**config.mk**
```make
export PLATFORM = sky130hd
export DESIGN_NAME = controlador_memoria_dado
export DESIGN_NICKNAME = d
export VERILOG_FILES = /design/src/rtl/pacote_memoria_pkg.sv /design/src/rtl/alinhador_dado.sv /design/src/rtl/controlador_memoria_dado.sv
export SDC_FILE = /design/constraint.sdc
export NUM_CORES = 1
export LEC_CHECK = 0
export ABC_AREA = 1
export CORE_MARGIN = 1
export CORE_UTILIZATION = 40
export CTS_CLUSTER_SIZE = 40
export DETAILED_ROUTE_END_ITERATION = 12
export GPL_TIMING_DRIVEN = 1
export PLACE_DENSITY = 0.66
export SYNTH_ARGS = -nofsm -noshare
export SYNTH_HDL_FRONTEND = slang
export SYNTH_SLANG_ARGS = --single-unit
```
**constraint.sdc**
```tcl
create_clock -name clk -period 1.9 [get_ports clk]
set_input_delay 0.19 -clock clk [delete_from_list [all_inputs] [get_ports clk]]
set_output_delay 0.19 -clock clk [all_outputs]
set_load 0.01 [all_outputs]
```
**src/rtl/pacote_memoria_pkg.sv**
```systemverilog
// Shared encodings for the data-memory controller: access sizes, FSM states and lane masks.
package pacote_memoria_pkg;

    localparam logic [1:0] SZ_BYTE    = 2'b00;
    localparam logic [1:0] SZ_HALF    = 2'b01;
    localparam logic [1:0] SZ_WORD    = 2'b10;
    localparam logic [1:0] SZ_ILLEGAL = 2'b11;

    typedef enum logic [1:0] {ST_IDLE, ST_READ, ST_WRITE, ST_DONE} estado_t;

    localparam logic [31:0] MASK_BYTE = 32'h0000_00FF;
    localparam logic [31:0] MASK_HALF = 32'h0000_FFFF;
    localparam logic [31:0] MASK_WORD = 32'hFFFF_FFFF;

    // Bit offset of the addressed lane; halves only honour lane[1], words start at bit 0.
    function automatic logic [4:0] lane_shift(input logic [1:0] size, input logic [1:0] lane);
        case (size)
            SZ_BYTE: lane_shift = {lane, 3'b000};
            SZ_HALF: lane_shift = {lane[1], 4'b0000};
            default: lane_shift = 5'd0;
        endcase
    endfunction

endpackage

```
**src/rtl/alinhador_dado.sv**
```systemverilog
// Combinational byte-lane logic: load extract with sign/zero extension and store merge
// of right-aligned write data into a full RAM word.
module alinhador_dado
    import pacote_memoria_pkg::*;
(
    input  logic [1:0]  size,
    input  logic [1:0]  lane,
    input  logic        signed_ld,
    input  logic [31:0] word,
    input  logic [31:0] wdata,
    output logic [31:0] load_val,
    output logic [31:0] merged
);

    logic [4:0]  sh;
    logic [31:0] shifted;
    logic [31:0] mask;

    always_comb begin
        sh       = lane_shift(size, lane);
        shifted  = word >> sh;
        mask     = MASK_WORD;
        load_val = shifted;
        case (size)
            SZ_BYTE: begin
                mask     = MASK_BYTE << sh;
                load_val = {{24{signed_ld & shifted[7]}}, shifted[7:0]};
            end
            SZ_HALF: begin
                mask     = MASK_HALF << sh;
                load_val = {{16{signed_ld & shifted[15]}}, shifted[15:0]};
            end
            default: ;
        endcase
        merged = (word & ~mask) | ((wdata << sh) & mask);
    end

endmodule

```
**src/rtl/controlador_memoria_dado.sv**
```systemverilog
// Data-memory initiator: byte/half/word loads and stores to a word-wide RAM, sub-word stores
// by read-modify-write. Define MEMORIA_MISALIGN_CHECK_EN to reject misaligned half/word accesses.
module controlador_memoria_dado
    import pacote_memoria_pkg::*;
#(
    parameter int ADDR_W = 10,
    parameter int DATA_W = 32
) (
    input  logic              clk,
    input  logic              rst_n,
    input  logic              req,
    input  logic              rw,
    input  logic [1:0]        size,
    input  logic              signed_ld,
    input  logic [ADDR_W+1:0] byte_addr,
    input  logic [DATA_W-1:0] wdata,
    output logic [DATA_W-1:0] rdata,
    output logic              ack,
    output logic              err,
    output logic              busy,
    output logic [ADDR_W-1:0] mem_address,
    output logic [DATA_W-1:0] mem_data,
    output logic              mem_we,
    input  logic [DATA_W-1:0] mem_q
);

    estado_t           st;
    logic              rw_q;
    logic [1:0]        size_q;
    logic              sgn_q;
    logic [1:0]        lane_q;
    logic [DATA_W-1:0] wdata_q;
    logic              rej_q;
    logic              illegal;
    logic [31:0]       load_val;
    logic [31:0]       merged;

    always_comb begin
        illegal = (size == SZ_ILLEGAL);
`ifdef MEMORIA_MISALIGN_CHECK_EN
        if (size == SZ_HALF && byte_addr[0])
            illegal = 1'b1;
        if (size == SZ_WORD && byte_addr[1:0] != 2'b00)
            illegal = 1'b1;
`endif
    end

    alinhador_dado u_alinhador (
        .size      (size_q),
        .lane      (lane_q),
        .signed_ld (sgn_q),
        .word      (mem_q),
        .wdata     (wdata_q),
        .load_val  (load_val),
        .merged    (merged)
    );

    always_ff @(posedge clk or negedge rst_n) begin
        if (!rst_n) begin
            st          <= ST_IDLE;
            rw_q        <= 1'b0;
            size_q      <= SZ_BYTE;
            sgn_q       <= 1'b0;
            lane_q      <= 2'b00;
            wdata_q     <= '0;
            rej_q       <= 1'b0;
            rdata       <= '0;
            ack         <= 1'b0;
            err         <= 1'b0;
            busy        <= 1'b0;
            mem_address <= '0;
            mem_data    <= '0;
            mem_we      <= 1'b0;
        end else begin
            ack <= 1'b0;
            err <= 1'b0;
            case (st)
                ST_IDLE: begin
                    if (req) begin
                        rw_q        <= rw;
                        size_q      <= size;
                        sgn_q       <= signed_ld;
                        lane_q      <= byte_addr[1:0];
                        wdata_q     <= wdata;
                        mem_address <= byte_addr[ADDR_W+1:2];
                        busy        <= 1'b1;
                        rej_q       <= illegal;
                        if (illegal) begin
                            st <= ST_DONE;
                        end else if (rw && size == SZ_WORD) begin
                            // Full-word store needs no read: go straight to the write cycle.
                            mem_data <= wdata;
                            mem_we   <= 1'b1;
                            st       <= ST_WRITE;
                        end else begin
                            st <= ST_READ;
                        end
                    end
                end
                ST_READ: begin
                    if (rw_q) begin
                        mem_data <= merged;
                        mem_we   <= 1'b1;
                        st       <= ST_WRITE;
                    end else begin
                        rdata <= load_val;
                        st    <= ST_DONE;
                    end
                end
                ST_WRITE: begin
                    mem_we <= 1'b0;
                    st     <= ST_DONE;
                end
                ST_DONE: begin
                    ack  <= 1'b1;
                    err  <= rej_q;
                    busy <= 1'b0;
                    st   <= ST_IDLE;
                end
                default: st <= ST_IDLE;
            endcase
        end
    end

endmodule
```
* Word level (Yosys, flattened, before mapping) *
Cells that the tools add are included.
Widths: inputs -> output; s select.

storage, ports and cells
  flip-flop bits (word level) = 119
  input bits = 83
  output and inout port bits = 78
  logic and storage cells = 68

operators by class
  equal/unequal tests = 10
  shift operators = 4
  multiplexer cells = 22
  bitwise operators = 7
  reduce and logical (&&, ||, !) cells = 11

operators by type and width
  kind                   number
  $pmux 32 s2            3
  $mux 32                4
  $and 32x32->32         2
  $not 32->32            1
  $or 32x32->32          1
  $shl 16x5->32 const A  1
  $shl 32x5->32          1
  $shl 8x5->32 const A   1
  $shr 32x5->32          1
  $pmux 5 s2             1
  $reduce_and 5->1       2
  $eq 2x2->1 const B     4
  $mux 1                 8
  $ne 2x2->1 const B     4
  $pmux 2 s4             1
  $mux 2                 3
  $reduce_and 2->1       3
  $eq 2x1->1 const B     2
  $logic_not 2->1        2
  $reduce_bool 2->1      2
  $pmux 1 s3             1
  $reduce_bool 3->1      1
  $and 1x1->1            2
  $pmux 1 s2             1
  2 further kinds        2

* Logic depth before layout (Yosys ltp) *
Gate-level depths: netlist of run 1.

  depth in word-level cells = 9
  gate-level depth with buffers = 11
  mapped depth without buffers = 10

* Hierarchy *
Synthesis of run 1 repeated with hierarchy kept, for this count alone.

unflattened totals
  cells, all modules = 937
  area, all modules = 6810.3 sq um

by module, submodules not included
  module                    instances  cells an instance  area each (sq um)  seq. area each (sq um)
  controlador_memoria_dado  1          575                5091.1             2977.9
  alinhador_dado            1          362                1719.1             0.0

* Worst setup path before layout of run 1 *
OpenSTA, ideal clock, no wires.

  kind = reg-to-reg
  from = reg st[0]
  to = reg mem_data[15]
  library setup time = 0.123 ns
  arrival time = 1.560 ns
  data required time = 1.777 ns
  path slack = 0.217 ns
  stages on the path, launching flop included = 11
  buffers on the path = 2
  clock period less this slack = 1.683 ns
  cells stage by stage = dfrtp_1 -> inv_1 -> ha_1 -> inv_1 -> or2_1 -> buf_2 -> nand4_4 -> buf_2 -> a21oi_1 -> o21ai_0 -> nand2_1

on the way
  cells in the longest elaborated chain, start to end = 3
  elaborated cells between the ends (all ways) = 9
  classes of those cells = eq/ne (5); mux (1); reduce/logical (3)

RTL lines
  element                                                           line                             source
  start: declaration                                                controlador_memoria_dado.sv:27   estado_t st;
  start signal: assignment                                          controlador_memoria_dado.sv:60   st <= ST_IDLE;
  start signal: assignment                                          controlador_memoria_dado.sv:89   st <= ST_DONE;
  start signal: assignment                                          controlador_memoria_dado.sv:94   st <= ST_WRITE;
  $eq 2x1->1 or $logic_not 2->1 (tied branches)                     controlador_memoria_dado.sv:77   case (st)
  $ne 2x2->1 (no source line) or $reduce_bool 2->1 (tied branches)  --
  $reduce_and 5->1 (no source line)                                 --
  end signal: assignment                                            controlador_memoria_dado.sv:92   mem_data <= wdata;
  end signal: assignment                                            controlador_memoria_dado.sv:102  mem_data <= merged;
  end: declaration                                                  controlador_memoria_dado.sv:22   output logic [DATA_W-1:0] mem_data,

Several ways; a longest one is shown, not always the timed one.
A chain may end at the register's enable or synchronous reset.

* Worst setup path in the final report of run 1 *
  from = reg st[1]
  to = reg mem_data[17]

The elaborated chain is that of the path after synthesis.

==> impl_results.md, run 1 <==
- Final period util: 0.946
- Layout cell share with drive strength beyond 1: 0.0912
- Post-synth EDFFs: 0
- CP startpoint: st[1]
- Fin. Hold Viols: 0
- Rows: 47
- Synth Register Bits: 119
- Placer Congestion: 0.884
- Slew margin rel.: 0.672
- 1st-pass router iterations: 5
- Leak: between 0.004 and 0.005 uW
- TritonCTS Buffers: 17
- Initial antenna violation count: 0
- Reg2reg end: mem_data[17]
- Layout net count: around 1200
- Cells after synthesis: about 980
- Drt wl/cell: between 15 and 20 um
- Synthesized area: 6800 um2
- DRT Wirelength: approximately 21000 um
- Worst setup SP type: flip-flop
- Chip height: 132 um
- Vias in the first global route: approximately 6400
- Initial core utilization: 0.410
- RSZ-0062 raised after global routing: no
- Maximum VDD drop: 0.928 mV
- Wire length on met2: 9550 um
- Final setup violation count: 0
- Final critical-path required period: between 1.5 and 2 ns
- CP max FO: 8
- Area grow syn2layout: 40.4%
- Final ANT Viol Nets: 0
- Critical Path RT: roughly 2.2 ns
- I/O pin total: roughly 160
- Net Count, Synth: 1063
- Synth cell types: 29
- Reg2Reg Depth: 9
- Hold Path Class: input port to asynchronous set/reset pin
- Dpl cell area: 8800 um2
- Vias: between 6000 and 7000
- Setup TNS: 0 ns
- Max-Cap Viols: 0
- I/O Buffers: 160
- Nature of the critical path endpoint: flip-flop
- Drt initial violations: ~600
- Final Non-Filler Cells: around 1400
- Die area: approximately 18000 um2
- Die extent in x: 132 um
- Global-route wire length before repair: around 33000 um
- Largest net degree at the start of global routing: 70
- Avg Inst Size Synth: approximately 7 um2
- Top_reg_cell synth: dfrtp_1
- Share of the yosys chip area belonging to registers: 0.438
- Fraction of registers with async set/reset: 1.00
- Core Box Area: about 17000 um2
- Num Clock Sinks: approximately 120
- Power Density: ~1900 nW/um2
- GRT Util Overall: 0.247
- Final HPWL DP: 15400 um
- Placed insts: between 1000 and 1500
- Status: finished, final reports clean
- RR Startpoint: st[1]
- Kind of critical path: flip-flop to flip-flop
- Max clock buf depth: 2
- End point of the critical path: mem_data[17]
- CTS tree: yes
- Final global-route overflow total: 0
- Top sig layer: met4
- Met3 routed WL: roughly 1100 um
- Worst-margin pin slew: a little under 0.5 ns
- Clock skew: a little under 0.007 ns
- Vias per inst: around 5
- Diode count: 0
- Worst-path clk slew: 0.06 ns
- Synth Warn #: 0
- DRT met1 WL: a little under 10000 um
- CTS root buf: clkbuf_16
- Data arrival, critical path: 2.10 ns
- Flop-to-flop setup slack: around 0.1 ns
- CTS H-tree depth: 4
- Max Slew Vio Count: 0
- DRC Markers: 0
- Peak Freq: ~560 MHz
- Clk Latency, worst-skew pair: 0.42 ns
- Design area: about 9500 um2
- WHS: roughly 0.28 ns
- Tot Pwr: between 15000 and 20000 uW
## state kept, by name (all words and copies together) (netlist names), 2 cells and up
name and cells:
mem_data 32, st 2, rdata 32, wdata_q 32, lane_q 2, mem_address 10
size_q 2
## synth_stat cells, types with 2 or more instances
cell	number	area, um2
nor2_1	48	180
buf_2	24	120
or2_2	16	100
dfrtp_1	119	2980
buf_6	3	33.8
o21ai_0	56	280
a22oi_1	2	15.0
nand3_1	112	561
a31oi_1	6	37.5
inv_1	143	537
clkbuf_1	23	86.3
a21boi_1	12	90.1
ha_1	5	62.6
nand2_1	312	1170
buf_4	5	37.5
o21ai_2	2	17.5
inv_2	2	7.51
buf_1	2	7.51
a21oi_1	63	315
o211ai_1	11	82.6
## cell usage in the layout, fill, tap and decap left out, types with 2 or more instances in the layout
| cell | count |
|---|---|
| nor2_4 | 2 |
| buf_12 | 9 |
| a31oi_1 | 6 |
| clkbuf_8 | 4 |
| a21boi_1 | 12 |
| nand2_2 | 4 |
| a21oi_1 | 63 |
| o211ai_1 | 11 |
| bufinv_16 | 6 |
| nand2_1 | 309 |
| clkbuf_16 | 17 |
| dfrtp_1 | 119 |
| or2_2 | 16 |
| inv_1 | 141 |
| nor2_1 | 47 |
| ha_1 | 4 |
| a22oi_1 | 2 |
| clkdlybuf4s50_1 | 159 |
| buf_4 | 33 |
| inv_2 | 3 |
| nand3_1 | 112 |
| o21ai_0 | 56 |
| clkinvlp_4 | 2 |
## worst min-delay path by stage
stage,startpoint,end,slack [ns]
floorplan,rst_n,ack,-0.11
global placement,rst_n,mem_we,0.19
detailed placement,rst_n,st[0],0.19
CTS,rst_n,rdata[11],0.29
global route,byte_addr[6],mem_address[4],0.32
finish,rst_n,rdata[8],0.28
## report_power, final
part / internal, uW / switching (uW)
logic: 4280 / 5530
clock network: 2580 / 1130
registers: 3800 / 760
total: 10700 / 7420
## critical path, cell delays in order (launching register included)
cell and delay [ns]:
dfrtp_1 0.40, inv_1 0.14, ha_1 0.22, inv_2 0.07
nor2_2 0.16, inv_2 0.10, nand4_4 0.20, buf_4 0.19
nand2_1 0.06, a21boi_1 0.14
## area by class of cell
| class | count | area, um2 |
|---|---|---|
| fill | 1598 | 7030 |
| clock buffer | 22 | 484 |
| sequential | 119 | 2980 |
| multi-input combinational | 655 | 3040 |
| tap | 220 | 275 |
| timing repair buffer | 202 | 2030 |
| clock inverter | 8 | 193 |
| inverter | 145 | 548 |
## per-stage QoR
step	util	setup WS [ns]
after CTS	0.572	0.0347
final	0.576	0.102
after floorplan	-	0.217
after global routing	0.576	0.00254
after global placement	0.531	0.107
after detailed placement	0.531	0.0630
## cells by family after synthesis
group | Yosys count | synth area share
AND/OR/NAND/NOR | 495 | 0.306
buffers and inverters | 202 | 0.122
AO/OA/AOI/OAI | 154 | 0.125
flip-flops | 119 | 0.438
adder cells (fa/ha/maj) | 5 | 0.00920
## per-layer routing
layer | up-vias | track usage
met4 | 0 | 0.0964
met1 | 3114 | 0.340
met5 | - | 0
met3 | 31 | 0.0415
met2 | 223 | 0.386
li1 | 3386 | -
## what timing repair did
action	CTS	global route
resized for setup	0	9
hold endpoints to repair	32	0
hold buffers	1	0
endpoints found under the setup margin	0	55
buffers inserted	0	2
(Power assumes the default switching activity.)
==> inputs of run 2 (changes only) <==
--- a/config.mk
+++ b/config.mk
@@ -10,8 +10,8 @@
 export CORE_UTILIZATION = 40
 export CTS_CLUSTER_SIZE = 40
 export DETAILED_ROUTE_END_ITERATION = 12
-export GPL_TIMING_DRIVEN = 1
 export PLACE_DENSITY = 0.66
+export SLEW_MARGIN = 25
 export SYNTH_ARGS = -nofsm -noshare
 export SYNTH_HDL_FRONTEND = slang
 export SYNTH_SLANG_ARGS = --single-unit
==> results of run 2 <==
The final DEF is identical to that of run 1; final timing and power are the same.
==> inputs of run 3 (changes only) <==
==> constraint.sdc (replaced) <==
create_clock -name clk -period 1.75 [get_ports clk]
set_input_delay 0.175 -clock clk [delete_from_list [all_inputs] [get_ports clk]]
set_output_delay 0.175 -clock clk [all_outputs]
set_load 0.01 [all_outputs]
==> run 3 against run 2 <==
Combinational power is 18% higher. Critical path depth stayed put. Non-clock buffer count is 12 higher. Critical path type unchanged. Fmax is 5.6% higher. Total power is 11% higher.
==> impl_results.md, run 3 (synthesis gave the netlist of run 1 again) <==
- Placed insts: 1342 (was 1337)
- Nature of the critical path endpoint: flip-flop (unchanged)
- Flop-to-flop setup slack: 0.05 ns (was 0.10 ns)
- 1st-pass router iterations: 6 (was 5)
- Final HPWL DP: 15500 um (was 15400 um)
- Reg2Reg Depth: 9 (unchanged)
- Chip height: 132 um (unchanged)
- Largest regs: mem_data (32), rdata (32), wdata_q (32) (unchanged)
- Final global-route overflow total: 0 (unchanged)
- DRC Markers: 0 (unchanged)
- Worst-path clk slew: 0.06 ns (about the same)
- Leak: 0.00496 uW (was 0.00490 uW)
- Critical Path Max Stage Delay: 0.42 ns (was 0.40 ns)
- Crit path cell chain: buf_12 > inv_1 > nand2_1 > buf_4 > o21ai_2 > buf_4 > a21oi_1 > nand2_1 > a21oi_1 (was inv_1 > ha_1 > inv_2 > nor2_2 > inv_2 > nand4_4 > buf_4 > nand2_1 > a21boi_1)
- Design area: 9680 um2 (was 9550 um2)
- Critical Path RT: 2.09 ns (was 2.20 ns)
- Data arrival, critical path: 2.04 ns (was 2.10 ns)
- CTS root buf: clkbuf_16 (unchanged)
- GRT Util Overall: 0.252 (was 0.247)
- Max Slew Vio Count: 0 (unchanged)
- Final critical-path required period: 1.70 ns (was 1.80 ns)
- Vias: 6950 (was 6754)
- Largest net degree at the start of global routing: 65 (was 70)
- CP max FO: 17 (was 8)
- TritonCTS Buffers: 17 (unchanged)
- I/O Buffers: 160 (unchanged)
- Worst setup SP type: flip-flop (unchanged)
- Worst path slowest cell: dfrtp_2 (was dfrtp_1)
- RR Startpoint: lane_q[0] (was st[1])
- Kind of critical path: flip-flop to flip-flop (unchanged)
- Maximum VDD drop: 1.15 mV (was 0.928 mV)
- Most frequent cells in the layout: 308 x nand2_1, 159 x clkdlybuf4s50_1, 138 x inv_1 (was 309 x nand2_1, 159 x clkdlybuf4s50_1, 141 x inv_1)
- Drt wl/cell: 16.0 um (was 15.3 um)
- Vias in the first global route: 6550 (was 6371)
- Placer Congestion: 0.882 (was 0.884)
- Core Box Area: 16600 um2 (unchanged)
- Dpl cell area: 8840 um2 (was 8800 um2)
- Slew margin rel.: 0.671 (was 0.672)
- Layout cell share with drive strength beyond 1: 0.109 (was 0.0912)
- End point of the critical path: mem_data[25] (was mem_data[17])
- Final ANT Viol Nets: 0 (unchanged)
- Power Density: 2060 nW/um2 (was 1890 nW/um2)
- Final Non-Filler Cells: 1384 (was 1371)
- CTS H-tree depth: 4 (unchanged)
- Worst path depth: 9 (unchanged)
- Initial antenna violation count: 0 (unchanged)
- Reg2reg end: mem_data[25] (was mem_data[17])
- Status: finished, final reports clean (unchanged)
- Peak Freq: 587 MHz (was 556 MHz)
- Num Clock Sinks: 119 (unchanged)
- RSZ-0062 raised after global routing: yes (was no)
- Layout net count: 1240 (was 1228)
- CTS tree: yes (unchanged)
- Fill cells: 1541 (was 1598)
- Global-route wire length before repair: 34400 um (was 33400 um)
- Fin. Hold Viols: 0 (unchanged)
- Die area: 17500 um2 (unchanged)
- Initial core utilization: 0.410 (unchanged)
- Clock skew: 0.00704 ns (was 0.00672 ns)
- Max-Cap Viols: 0 (unchanged)
- Final setup violation count: 0 (unchanged)
- CP startpoint: lane_q[0] (was st[1])
- Sum of buffers and inverters on the critical path: 4 (unchanged)
- Most common cell after layout, fill and taps aside: nand2_1 (unchanged)
- Diode count: 0 (unchanged)
- Final period util: 0.973 (was 0.946)
- Area grow syn2layout: 42.3% (was 40.4%)
- Max clock buf depth: 2 (unchanged)
- I/O pin total: 161 (unchanged)
- Hold Path Class: input port to asynchronous set/reset pin (unchanged)
- Clk Latency, worst-skew pair: 0.42 ns (about the same)
- DRT Wirelength: 22100 um (was 20900 um)
- Worst-margin pin slew: 0.493 ns (about the same)
- Die extent in x: 132 um (unchanged)
- Rows: 47 (unchanged)
- Largest delay share family, worst path: buffers and inverters (unchanged)
- Vias per inst: 5.02 (was 4.93)
- Drt initial violations: 714 (was 610)
-- run 3: changes by cell type in the layout (fill, tap and decap cells not counted), sizes merged --
cell	previous run	this run
buf	42	51
bufinv	6	2
clkinvlp	2	4
clkbuf	22	25
nand4	2	1
clkinv	1	5
-- run 3: worst min-delay path by stage --
stage / startpoint / end / cells past startpoint
after floorplan: rst_n / ack / 0
after global routing: rst_n / rw_q / 2
final: rst_n / rdata[11] / 2
after global placement: rst_n / rdata[11] / 1
after CTS: byte_addr[11] / mem_address[9] / 3
after detailed placement: rst_n / rdata[11] / 1
-- run 3: metal layers --
metal	track usage	vias to the layer above	wire (um)
li1	-	3411	-
met1	0.345	3230	10100
met2	0.399	269	10100
met3	0.0431	40	1320
met4	0.0920	0	571
met5	0	-	0
-- run 3: final cells by class --
cell class,instances,area [um2],share of cell area
Clock buffer,22,474,0.0490
Clock inverter,9,100,0.0103
Inverter,145,548,0.0566
Multi-Input combinational cell,654,3070,0.317
Sequential cell,119,2980,0.308
Tap cell,220,275,0.0284
Timing Repair Buffer,214,2220,0.230
Timing Repair inverter,1,7.51,0.000776
-- run 3: where the power goes --
group | leakage [uW] | internal, uW | switching [uW] | total [uW]
sequential | 0.00143 | 4130 | 829 | 4950
clock | 0.000282 | 2180 | 1250 | 3430
combinational | 0.00325 | 5200 | 6390 | 11600
total | 0.00496 | 11500 | 8470 | 20000
-- run 3: per-stage QoR --
step | worst slack, ns | power [uW] | setup TNS (ns) | hold slack [ns] | utilization
floorplan | 0.0670 | 11200 | 0 | -0.121 | -
global placement | -0.000304 | 15300 | -0.000304 | 0.170 | 0.533
detailed placement | -0.00342 | 15500 | -0.00342 | 0.178 | 0.533
CTS | -0.000228 | 19200 | -0.000228 | 0.281 | 0.570
global route | -0.0252 | 21400 | -0.153 | 0.306 | 0.584
finish | 0.0478 | 20000 | 0 | 0.276 | 0.584
-- run 3: timing repair --
item	4_1_cts	5_1_grt
hold buffers	1	0
gates resized for setup	3	27
hold endpoints to repair	32	0
buffers inserted	0	4
setup endpoints to repair	6	59
pin swaps	1	3
gates cloned	1	5
